==> src/rtl/level_pulse_gen.sv <==
// Replays a level of hold_in slow ticks on lv_out. The slow tick comes from an internal prescaler.
// A start/busy/done handshake goes to the controlling logic. All outputs are registered.
module level_pulse_gen #(
  parameter int unsigned count_max = 8,
  parameter int unsigned TICK_DIV  = 50_000_000
) (
  input  logic                 CLK100MHZ,
  input  logic                 reset,
  input  logic                 start,
  input  logic                 cancel,
  input  logic [count_max-1:0] hold_in,
  output logic                 lv_out,
  output logic                 busy,
  output logic                 done,
  output logic [count_max-1:0] remaining
);

  localparam logic [1:0] IDLE = 2'd0;
  localparam logic [1:0] HOLD = 2'd1;
  localparam logic [1:0] DONE = 2'd2;

  localparam int unsigned PW = $clog2(TICK_DIV);
  localparam logic [PW-1:0] TICK_LAST = PW'(TICK_DIV - 1);

  logic [1:0]           state_q, state_d;
  logic [PW-1:0]        presc_q, presc_d;
  logic [count_max-1:0] rem_q, rem_d;
  logic                 lv_q, lv_d;
  logic                 busy_q, busy_d;
  logic                 done_q, done_d;
  logic                 tick;

  assign tick = (presc_q == TICK_LAST);

  always_comb begin
    state_d = state_q;
    presc_d = presc_q;
    rem_d   = rem_q;
    lv_d    = lv_q;
    busy_d  = busy_q;
    done_d  = 1'b0;
    case (state_q)
      IDLE: begin
        if (start) begin
          presc_d = '0;
          if (hold_in != '0) begin
            state_d = HOLD;
            rem_d   = hold_in;
            lv_d    = 1'b1;
            busy_d  = 1'b1;
          end else begin
            state_d = DONE;
            done_d  = 1'b1;
          end
        end
      end
      HOLD: begin
        // Cancel takes priority over the final tick, so no done is produced.
        if (cancel) begin
          state_d = IDLE;
          presc_d = '0;
          rem_d   = '0;
          lv_d    = 1'b0;
          busy_d  = 1'b0;
        end else if (tick) begin
          presc_d = '0;
          if (rem_q == count_max'(1)) begin
            state_d = DONE;
            rem_d   = '0;
            lv_d    = 1'b0;
            busy_d  = 1'b0;
            done_d  = 1'b1;
          end else begin
            rem_d = rem_q - 1'b1;
          end
        end else begin
          presc_d = presc_q + 1'b1;
        end
      end
      DONE: begin
        state_d = IDLE;
      end
      default: begin
        state_d = IDLE;
        presc_d = '0;
        rem_d   = '0;
        lv_d    = 1'b0;
        busy_d  = 1'b0;
      end
    endcase
  end

  always_ff @(posedge CLK100MHZ or negedge reset) begin
    if (!reset) begin
      state_q <= IDLE;
      presc_q <= '0;
      rem_q   <= '0;
      lv_q    <= 1'b0;
      busy_q  <= 1'b0;
      done_q  <= 1'b0;
    end else begin
      state_q <= state_d;
      presc_q <= presc_d;
      rem_q   <= rem_d;
      lv_q    <= lv_d;
      busy_q  <= busy_d;
      done_q  <= done_d;
    end
  end

  assign lv_out    = lv_q;
  assign busy      = busy_q;
  assign done      = done_q;
  assign remaining = rem_q;

endmodule
==> config.mk <==
export PLATFORM = sky130hd
export DESIGN_NAME = level_pulse_gen
export DESIGN_NICKNAME = d
export VERILOG_FILES = /design/src/rtl/level_pulse_gen.sv
export SDC_FILE = /design/constraint.sdc
export NUM_CORES = 1
export LEC_CHECK = 0
export CAP_MARGIN = 20
export CORE_MARGIN = 8
export CORE_UTILIZATION = 60
export DETAILED_ROUTE_END_ITERATION = 8
export PLACE_DENSITY = 0.84
export SLEW_MARGIN = 20
export SYNTH_ARGS = -nofsm -noshare
export SYNTH_HDL_FRONTEND = slang
export SYNTH_SLANG_ARGS = --single-unit
==> constraint.sdc <==
create_clock -name CLK100MHZ -period 3.9 [get_ports CLK100MHZ]
set_input_delay 0.975 -clock CLK100MHZ [delete_from_list [all_inputs] [get_ports CLK100MHZ]]
set_output_delay 0.975 -clock CLK100MHZ [all_outputs]
set_load 0.02 [all_outputs]
==> results.txt, run 1 <==
- The flow ran to the end, and the final reports show no timing, DRC or antenna violations.
- Critical path arrival: roughly 3.2 ns
- Startpoint of the worst-slack reg-to-reg timing path: presc_q[11]
- Full die area: around 5600 um2
- P_leak: between 0.0009 and 0.001 uW
- Number of slew-limit violations in the final report: 0
- Switching power as a share of total power: 0.396
- Setup violations remaining at the end of the flow were counted as 0.
- Final worst hold slack: 0.533 ns
- The tree is rooted in a sky130_fd_sc_hd__clkbuf_4.
- Final weighted congestion in routability-driven placement: about 0.9
- In this run the power spent charging and discharging nets is 482 uW.
- Summing all flip-flop and latch instances after layout gives ~950 um2.
* R2r endpoint: presc_q[14]
- Number of storage elements in the synthesis netlist: 38
* Ys flop type: sky130_fd_sc_hd__dfrtp_1
* Share of power burned in combinational logic: 0.407
- Number of cell instances on the worst register-to-register path: 6
- In this run, CTS created clock tree buffers numbering 5.
- In the final layout, the multi-input gates occupy 1060 um2.
- Clock network fraction of total power: 0.176
* Sequential-to-total area share from yosys stat: 0.456
- Sequential share of power: 0.418
- Crit path cell chain: clkdlybuf4s50_1, nand2b_1, a211oi_2, or4b_1, o21a_1, o22a_1
* Number of unique standard cell types used by synthesis: between 40 and 50
- Post-route clock skew: ~0.0043 ns
- Counting flops with an async set or reset pin after synthesis yields a share of 1.00.
- Compared with the post-synthesis result, the final layout area differs by 14.2%.
- Count of instances resized after the clock tree is built: 0
- The repair_antennas step left the layout with diodes totalling 0.
- The initial antenna violation count is 0.
* Number of top-level pins: 23
* Via density: 6.13
- Power density of the placed cells: between 500 and 600 nW/um2
- In the global route stage, overall resource usage came out at 0.187.
- Number of flops mapped to enable cells by yosys: 0
* Total nets after synthesis: 242
- After clock tree synthesis, the clock-pin slew on the worst setup and hold paths is between 0.1 and 0.15 ns.
- Required @ worst endpoint: between 4 and 5 ns
- Final nets: ~260
- The layout has approximately 260 filler cells.
- Number of warning messages in the yosys log: 0
* Flop-to-flop setup slack: about 1.3 ns
- The clock drives 38 sinks.
* Number of maximum-capacitance constraint violations: 0
- TritonCTS built the clock tree.
* Yosys top cell by area: sky130_fd_sc_hd__dfrtp_1
* Initial Utilization: 0.625
- The share of synthesized area in the top cell type comes to 0.456.
- In this run the worst setup path begins at start.
* Summed instance area of the synthesized netlist: 2090 um2
- The routed layout has roughly 1800 vias.
* Width of the chip: approximately 75 um
- In the routed design, unresolved DRC markers number 0.
- Maximum number of pins on one net before global-route repair: 39
- Insertion delay of the later-clocked pin in the worst-skew pair: 0.34 ns
- Instance count after placement with tap cells included: about 290
- Vias in the first global route: 1744
* Length of the first detailed-routing pass in iterations: 4
* Overall die height: 75.0 um
- After detailed routing, the average wire length per cell comes to roughly 16 um.
- Cell with the biggest individual delay on the critical path: sky130_fd_sc_hd__or4b_1
* First-pass GRT wire length: about 8.1 mm
- Stage delay of the slowest cell on the critical path: 0.62 ns
- Critical path type: input pin to flop
- Final global-route overflow total: 0
* HPWL after detailed placement: about 3.4 mm
- Synthesis produced a netlist whose cell count is 227.
- After routing, the total negative slack on setup checks comes to 0 ns.
- The H-tree was split into 2 levels.
* Placeable core area: between 3000 and 4000 um2
- The min-delay analysis places its worst path in the category flop to flop.
* Final cell count without fillers: just under 300
- Relative slew slack: 0.459
- Residual antenna-violating net count after detailed routing: 0
* Maximum clock frequency: roughly 0.34 GHz
- Cells taking the most area after synthesis: sky130_fd_sc_hd__dfrtp_1 (46%), sky130_fd_sc_hd__nor2_1 (6.7%), sky130_fd_sc_hd__xnor2_1 (4.6%)
- Cell internal power was estimated by the tool at around 730 uW.
* Unrepaired setup endpoints after global routing: no
* Total power after layout: approximately 1200 uW
- Buffers placed on the I/O ports in this run total 22.
- Capturing element type of the critical path: flop
- Along the worst path, the maximum fanout reaches 8.
- Utilization after layout: 0.714
- End point of the critical path: presc_q[25]
- The clock period could shrink to 2.91 ns.
- Peak supply drop: 0.320 mV
- Hold Vio Cnt, Final: 0
- Period utilization: 0.747
- Mean post-synth cell area: approximately 9.2 um2
- Site Rows: 21
* Count of hold-fix buffers inserted at cts: 0
- Worst Setup Start Kind: input pin
- The most common cell in the synthesized netlist is sky130_fd_sc_hd__dfrtp_1.
- Buffer count from post-CTS setup fixing: 0
- Share of cells above drive strength 1: 0.0562
- Violation count after the first detailed-route iteration: 230
- Maximum clock path buffer count: 2
* Worst slew pin tran: roughly 0.81 ns
- The commonest cells after synthesis are sky130_fd_sc_hd__dfrtp_1 (38), sky130_fd_sc_hd__nor2_1 (37), sky130_fd_sc_hd__nand2_1 (16), sky130_fd_sc_hd__nand3_1 (14), sky130_fd_sc_hd__xnor2_1 (11).
* Detailed Route WL: about 4.7 mm
cells by family (layout without fill, tap and decap cells):
kind of cell / count (synthesis) / after routing / share of synthesized area
xor gates and xnor gates: 21 / 21 / 0.0882
adders and majority gates: 3 / 3 / 0.0180
DFF: 38 / 38 / 0.456
buffers and inverters: 15 / 37 / 0.0342
muxes: 3 / 3 / 0.0150
AOI/OAI and AO/OA: 40 / 40 / 0.136
and+or+nand+nor: 107 / 107 / 0.253
metrics by stage:
step,cell area [um2],worst slack (ns)
floorplan,2090,1.37
global placement,2320,0.747
detailed placement,2320,0.696
CTS,2380,1.05
global route,2380,0.861
finish,2380,0.987
per-layer routing:
metal,routed length (um),global-route usage,vias to the layer above
met5,0,0,-
met2,2160,0.279,45
met3,235,0.0493,11
met4,51,0.0522,0
met1,2270,0.259,881
li1,-,-,870
worst max-delay path, delay by kind of cell:
| kind | cells | cell delay [ns] |
|---|---|---|
| AOI/OAI and AO/OA | 3 | 0.93 |
| and+or+nand+nor | 2 | 0.75 |
| buffers and inverters | 1 | 0.50 |
cells in the final DEF, fill, tap and decap left out, types with 2 or more instances in the layout:
cell type,netlist,final
sky130_fd_sc_hd__a21oi_1,5,5
sky130_fd_sc_hd__and4_1,2,2
sky130_fd_sc_hd__mux2i_1,2,2
sky130_fd_sc_hd__xor2_1,10,10
sky130_fd_sc_hd__o21a_1,2,2
sky130_fd_sc_hd__o21ai_1,6,6
sky130_fd_sc_hd__xnor2_1,11,11
sky130_fd_sc_hd__o31ai_1,8,8
sky130_fd_sc_hd__nand3_1,14,14
sky130_fd_sc_hd__nor2_1,37,37
sky130_fd_sc_hd__nor3_1,10,10
sky130_fd_sc_hd__nand4_1,6,6
sky130_fd_sc_hd__inv_1,5,5
sky130_fd_sc_hd__nand2_1,16,16
sky130_fd_sc_hd__buf_4,1,2
sky130_fd_sc_hd__nor4_1,7,7
sky130_fd_sc_hd__ha_1,3,3
sky130_fd_sc_hd__clkbuf_4,0,5
sky130_fd_sc_hd__a31oi_1,3,3
sky130_fd_sc_hd__or4b_1,2,2
sky130_fd_sc_hd__or4_1,2,2
sky130_fd_sc_hd__clkdlybuf4s50_1,0,21
sky130_fd_sc_hd__a32oi_1,2,2
sky130_fd_sc_hd__a22oi_1,3,3
sky130_fd_sc_hd__and3_1,5,5
sky130_fd_sc_hd__dfrtp_1,38,38
sky130_fd_sc_hd__o22a_1,2,2
power groups by stage:
stage / clock network [uW] / registers (uW) / logic, uW
after floorplan: 0 / 555 / 277
after global placement: 0 / 515 / 480
after detailed placement: 0 / 516 / 493
after CTS: 217 / 509 / 493
after global routing: 234 / 520 / 548
final: 214 / 508 / 495
sequential cells by signal, summed over array words and instances (netlist names):
name and flops:
presc_q 26, remaining 8, state_q 2, busy 1, done 1
worst min path at each step:
stage | startpoint | to | slack (ns) | cells after the start
floorplan | state_q[0] | busy | 0.48 | 1
global placement | state_q[1] | state_q[0] | 0.51 | 1
detailed placement | state_q[0] | busy | 0.51 | 1
CTS | state_q[1] | state_q[0] | 0.52 | 1
global route | presc_q[1] | presc_q[1] | 0.56 | 1
finish | state_q[1] | state_q[0] | 0.53 | 1
final cells by class:
cell class,instances,share of cell area
multi-input combinational,174,0.447
sequential,38,0.399
timing repair buffer,24,0.0967
tap,46,0.0242
clock buffer,7,0.0231
inverter,5,0.00788
clock inverter,1,0.00210
(Power assumes the default switching activity.)
==> run 2, diff against run 1 <==
--- a/config.mk
+++ b/config.mk
@@ -7,9 +7,9 @@
 export LEC_CHECK = 0
 export CAP_MARGIN = 20
 export CORE_MARGIN = 8
-export CORE_UTILIZATION = 60
+export CORE_UTILIZATION = 50
 export DETAILED_ROUTE_END_ITERATION = 8
-export PLACE_DENSITY = 0.84
+export PLACE_DENSITY = 0.75
 export SLEW_MARGIN = 20
 export SYNTH_ARGS = -nofsm -noshare
 export SYNTH_HDL_FRONTEND = slang
==> constraint.sdc (replaced) <==
create_clock -name CLK100MHZ -period 2.5 [get_ports CLK100MHZ]
set_input_delay 0.625 -clock CLK100MHZ [delete_from_list [all_inputs] [get_ports CLK100MHZ]]
set_output_delay 0.625 -clock CLK100MHZ [all_outputs]
set_load 0.02 [all_outputs]
==> run 2 against run 1 <==
Compared with the run above:
- wire length up 2.3%
- non-clock buffer count up 17
- sequential power up 56%
- via count down 0.39%
- sequential share of layout area down 3.0 points
- clock power up 110%
- critical path depth unchanged
- critical endpoint is now busy
- power up 71%
- die area up 16%
- global-route usage down 3.4 points
==> results.txt, run 2 (same netlist as run 1, synthesis figures left out) <==
* Capturing element type of the critical path: flop
- The setup path with the least slack is of type flop to flop.
* Insertion delay of the later-clocked pin in the worst-skew pair: between 0.2 and 0.3 ns
- Compared with the post-synthesis result, the final layout area differs by 23.3%.
- The endpoint identified for the worst register-to-register timing path is busy.
- In the finished design, the share of the clock period the worst path needs comes to 0.974.
* Share of cells above drive strength 1: 0.128
- After layout, the worst setup slack is between 0.06 and 0.07 ns.
- Worst Setup Start Kind: flop
* Post-route clock skew: between 0.006 and 0.007 ns
- Vias: between 1500 and 2000
- Startpoint of the worst-slack reg-to-reg timing path: presc_q[8]
* Total of endpoints with negative setup slack in the final report: 0
- The HPWL after detailed placement is ~3.5 mm.
* Number of cell instances on the worst register-to-register path: 6
* Clock tree from TritonCTS: built
- Flop-to-flop setup slack: around 0.065 ns
- Clock slew at reported path FFs: approximately 0.080 ns
- Maximum number of pins on one net before global-route repair: 39
- The tool flagged a number of max-cap violations equal to 0.
* Root buffer cell: sky130_fd_sc_hd__clkbuf_8
- Leading cell types in the layout, fill and taps excluded: sky130_fd_sc_hd__dfrtp_1 (38), sky130_fd_sc_hd__nor2_1 (37), sky130_fd_sc_hd__clkdlybuf4s50_1 (21)
* Via density: 5.70
* Class of the tightest hold or removal check: input pin to async pin
- Critical path arrival: 2.66 ns
- The first global-routing pass estimated approximately 7.9 mm of wire.
* Overall die height: ~81 um
* Most common cell after layout, fill and taps aside: sky130_fd_sc_hd__dfrtp_1
- Power density of the placed cells: 809 nW/um2
* Width of the chip: 80.6 um
- Setup repair after global routing left no endpoint under its margin.
* Number of slew-limit violations in the final report: 0
- Initial Utilization: 0.521
- Final nets: 280
- The first TritonRoute pass finished after 4 iterations.
- P_leak: around 0.0011 uW
- The critical path ends at busy.
* Buffer count from post-CTS setup fixing: 0
- The flow ran to the end, and the final reports show no timing, DRC or antenna violations.
- In this run, the number of DRC markers left after iteration 0 of detailed routing was 110.
* Placeable core area: 4000 um2
* Maximum clock frequency: 0.411 GHz
- Sinks on the clock net: 38
* Worst-path fanout max: 10
* Number of DRC violations after detailed routing: 0
- Final worst hold slack: ~0.43 ns
- In this run the number of H-tree levels came out at 2.
* Site Rows: 23
- Headroom to the max-slew limit came out at 0.447.
- Initial antenna violation count: 0
* Required @ worst endpoint: roughly 2.7 ns
- Port buffering added 22 buffers.
- 23 I/O pins were placed.
- Register with the most flip-flops: presc_q
- Layout filler cell count: 330
* Shortest period the worst path allows: approximately 2.4 ns
* Hold Vio Cnt, Final: 0
* Worst slew pin tran: 0.830 ns
* Final global-route overflow total: 0
- Registers take about 950 um2.
- Worst setup timing slack at the placement stage: -0.0297 ns
* Multi-input gate area in the final layout: 1070 um2
- Maximum clock path buffer count: 2
- Routed WL per cell: ~15 um
- Across the VDD grid, the largest voltage drop is ~0.39 mV.
* Final weighted congestion in routability-driven placement: 0.888
* Total clock buffers created by CTS: 5
- Beginning of the critical path: presc_q[8]
- Full die area: around 6500 um2
* Detailed Route WL: 4.82 mm
- Stage delay of the slowest cell on the critical path: between 0.5 and 0.6 ns
* Total routing usage reported by global routing: 0.153
- In this run, post-CTS hold repair placed 0 buffers.
- The register with the most flip-flops in the layout has 26 of them.
- Number of antenna repair diodes: 0
* Vias in the first global route: approximately 1700
* Crit path cell chain: or4b_1, or4_1, o21ba_1, buf_4, nor4_2, a2bb2oi_1
- Once detail routing completed, the nets flagged for antenna violations numbered 0.
- Cell with the biggest individual delay on the critical path: sky130_fd_sc_hd__or4_1
==> run 2: power by group <==
group	internal, uW	switching, uW	leakage (uW)
clock network	222	220	0.0000472
registers	699	96.4	0.000515
logic	370	474	0.000526
==> run 2: worst min path at each step <==
stage	end	depth (start not counted)
after global routing	presc_q[15]	1
after global placement	state_q[0]	1
after floorplan	busy	0
final	presc_q[15]	1
after detailed placement	state_q[0]	1
after CTS	presc_q[15]	1
==> run 2: final cells by class <==
cell class,count,area share
Multi-Input combinational cell,174,0.418
Clock buffer,6,0.0321
Tap cell,50,0.0243
Sequential cell,38,0.370
Inverter,5,0.00730
Timing Repair Buffer,41,0.144
Clock inverter,2,0.00486
==> run 2: per-layer routing <==
| layer | GRT usage | wire length, um | vias up |
|---|---|---|---|
| met5 | 0 | 0 | - |
| met4 | 0.0564 | 51 | 0 |
| met3 | 0.0413 | 379 | 6 |
| met2 | 0.233 | 2250 | 59 |
| met1 | 0.201 | 2140 | 842 |
| li1 | - | - | 893 |
==> run 2: worst max-delay path: cells and delay by family (launching register included) <==
kind / cells / cell delay, ns
simple gates: 3 / 1.33
flops: 1 / 0.43
compound gates: 2 / 0.39
buf+inv: 1 / 0.20
==> run 2: through the flow <==
stage	std cells	TNS (ns)	utilization	cell area, um2	power [uW]
3_3_place_gp	308	-0.00327	0.617	2470	1630
5_1_grt	316	0	0.643	2570	2210
2_1_floorplan	227	0	-	2090	1300
6_report	316	0	0.643	2570	2080
4_1_cts	316	0	0.640	2560	2080
3_5_place_dp	308	-0.0573	0.617	2470	1640
==> run 2: timing repair <==
action | CTS | global route
hold endpoints to repair | 0 | 0
setup endpoints to repair | 0 | 1
resized for setup | 0 | 2
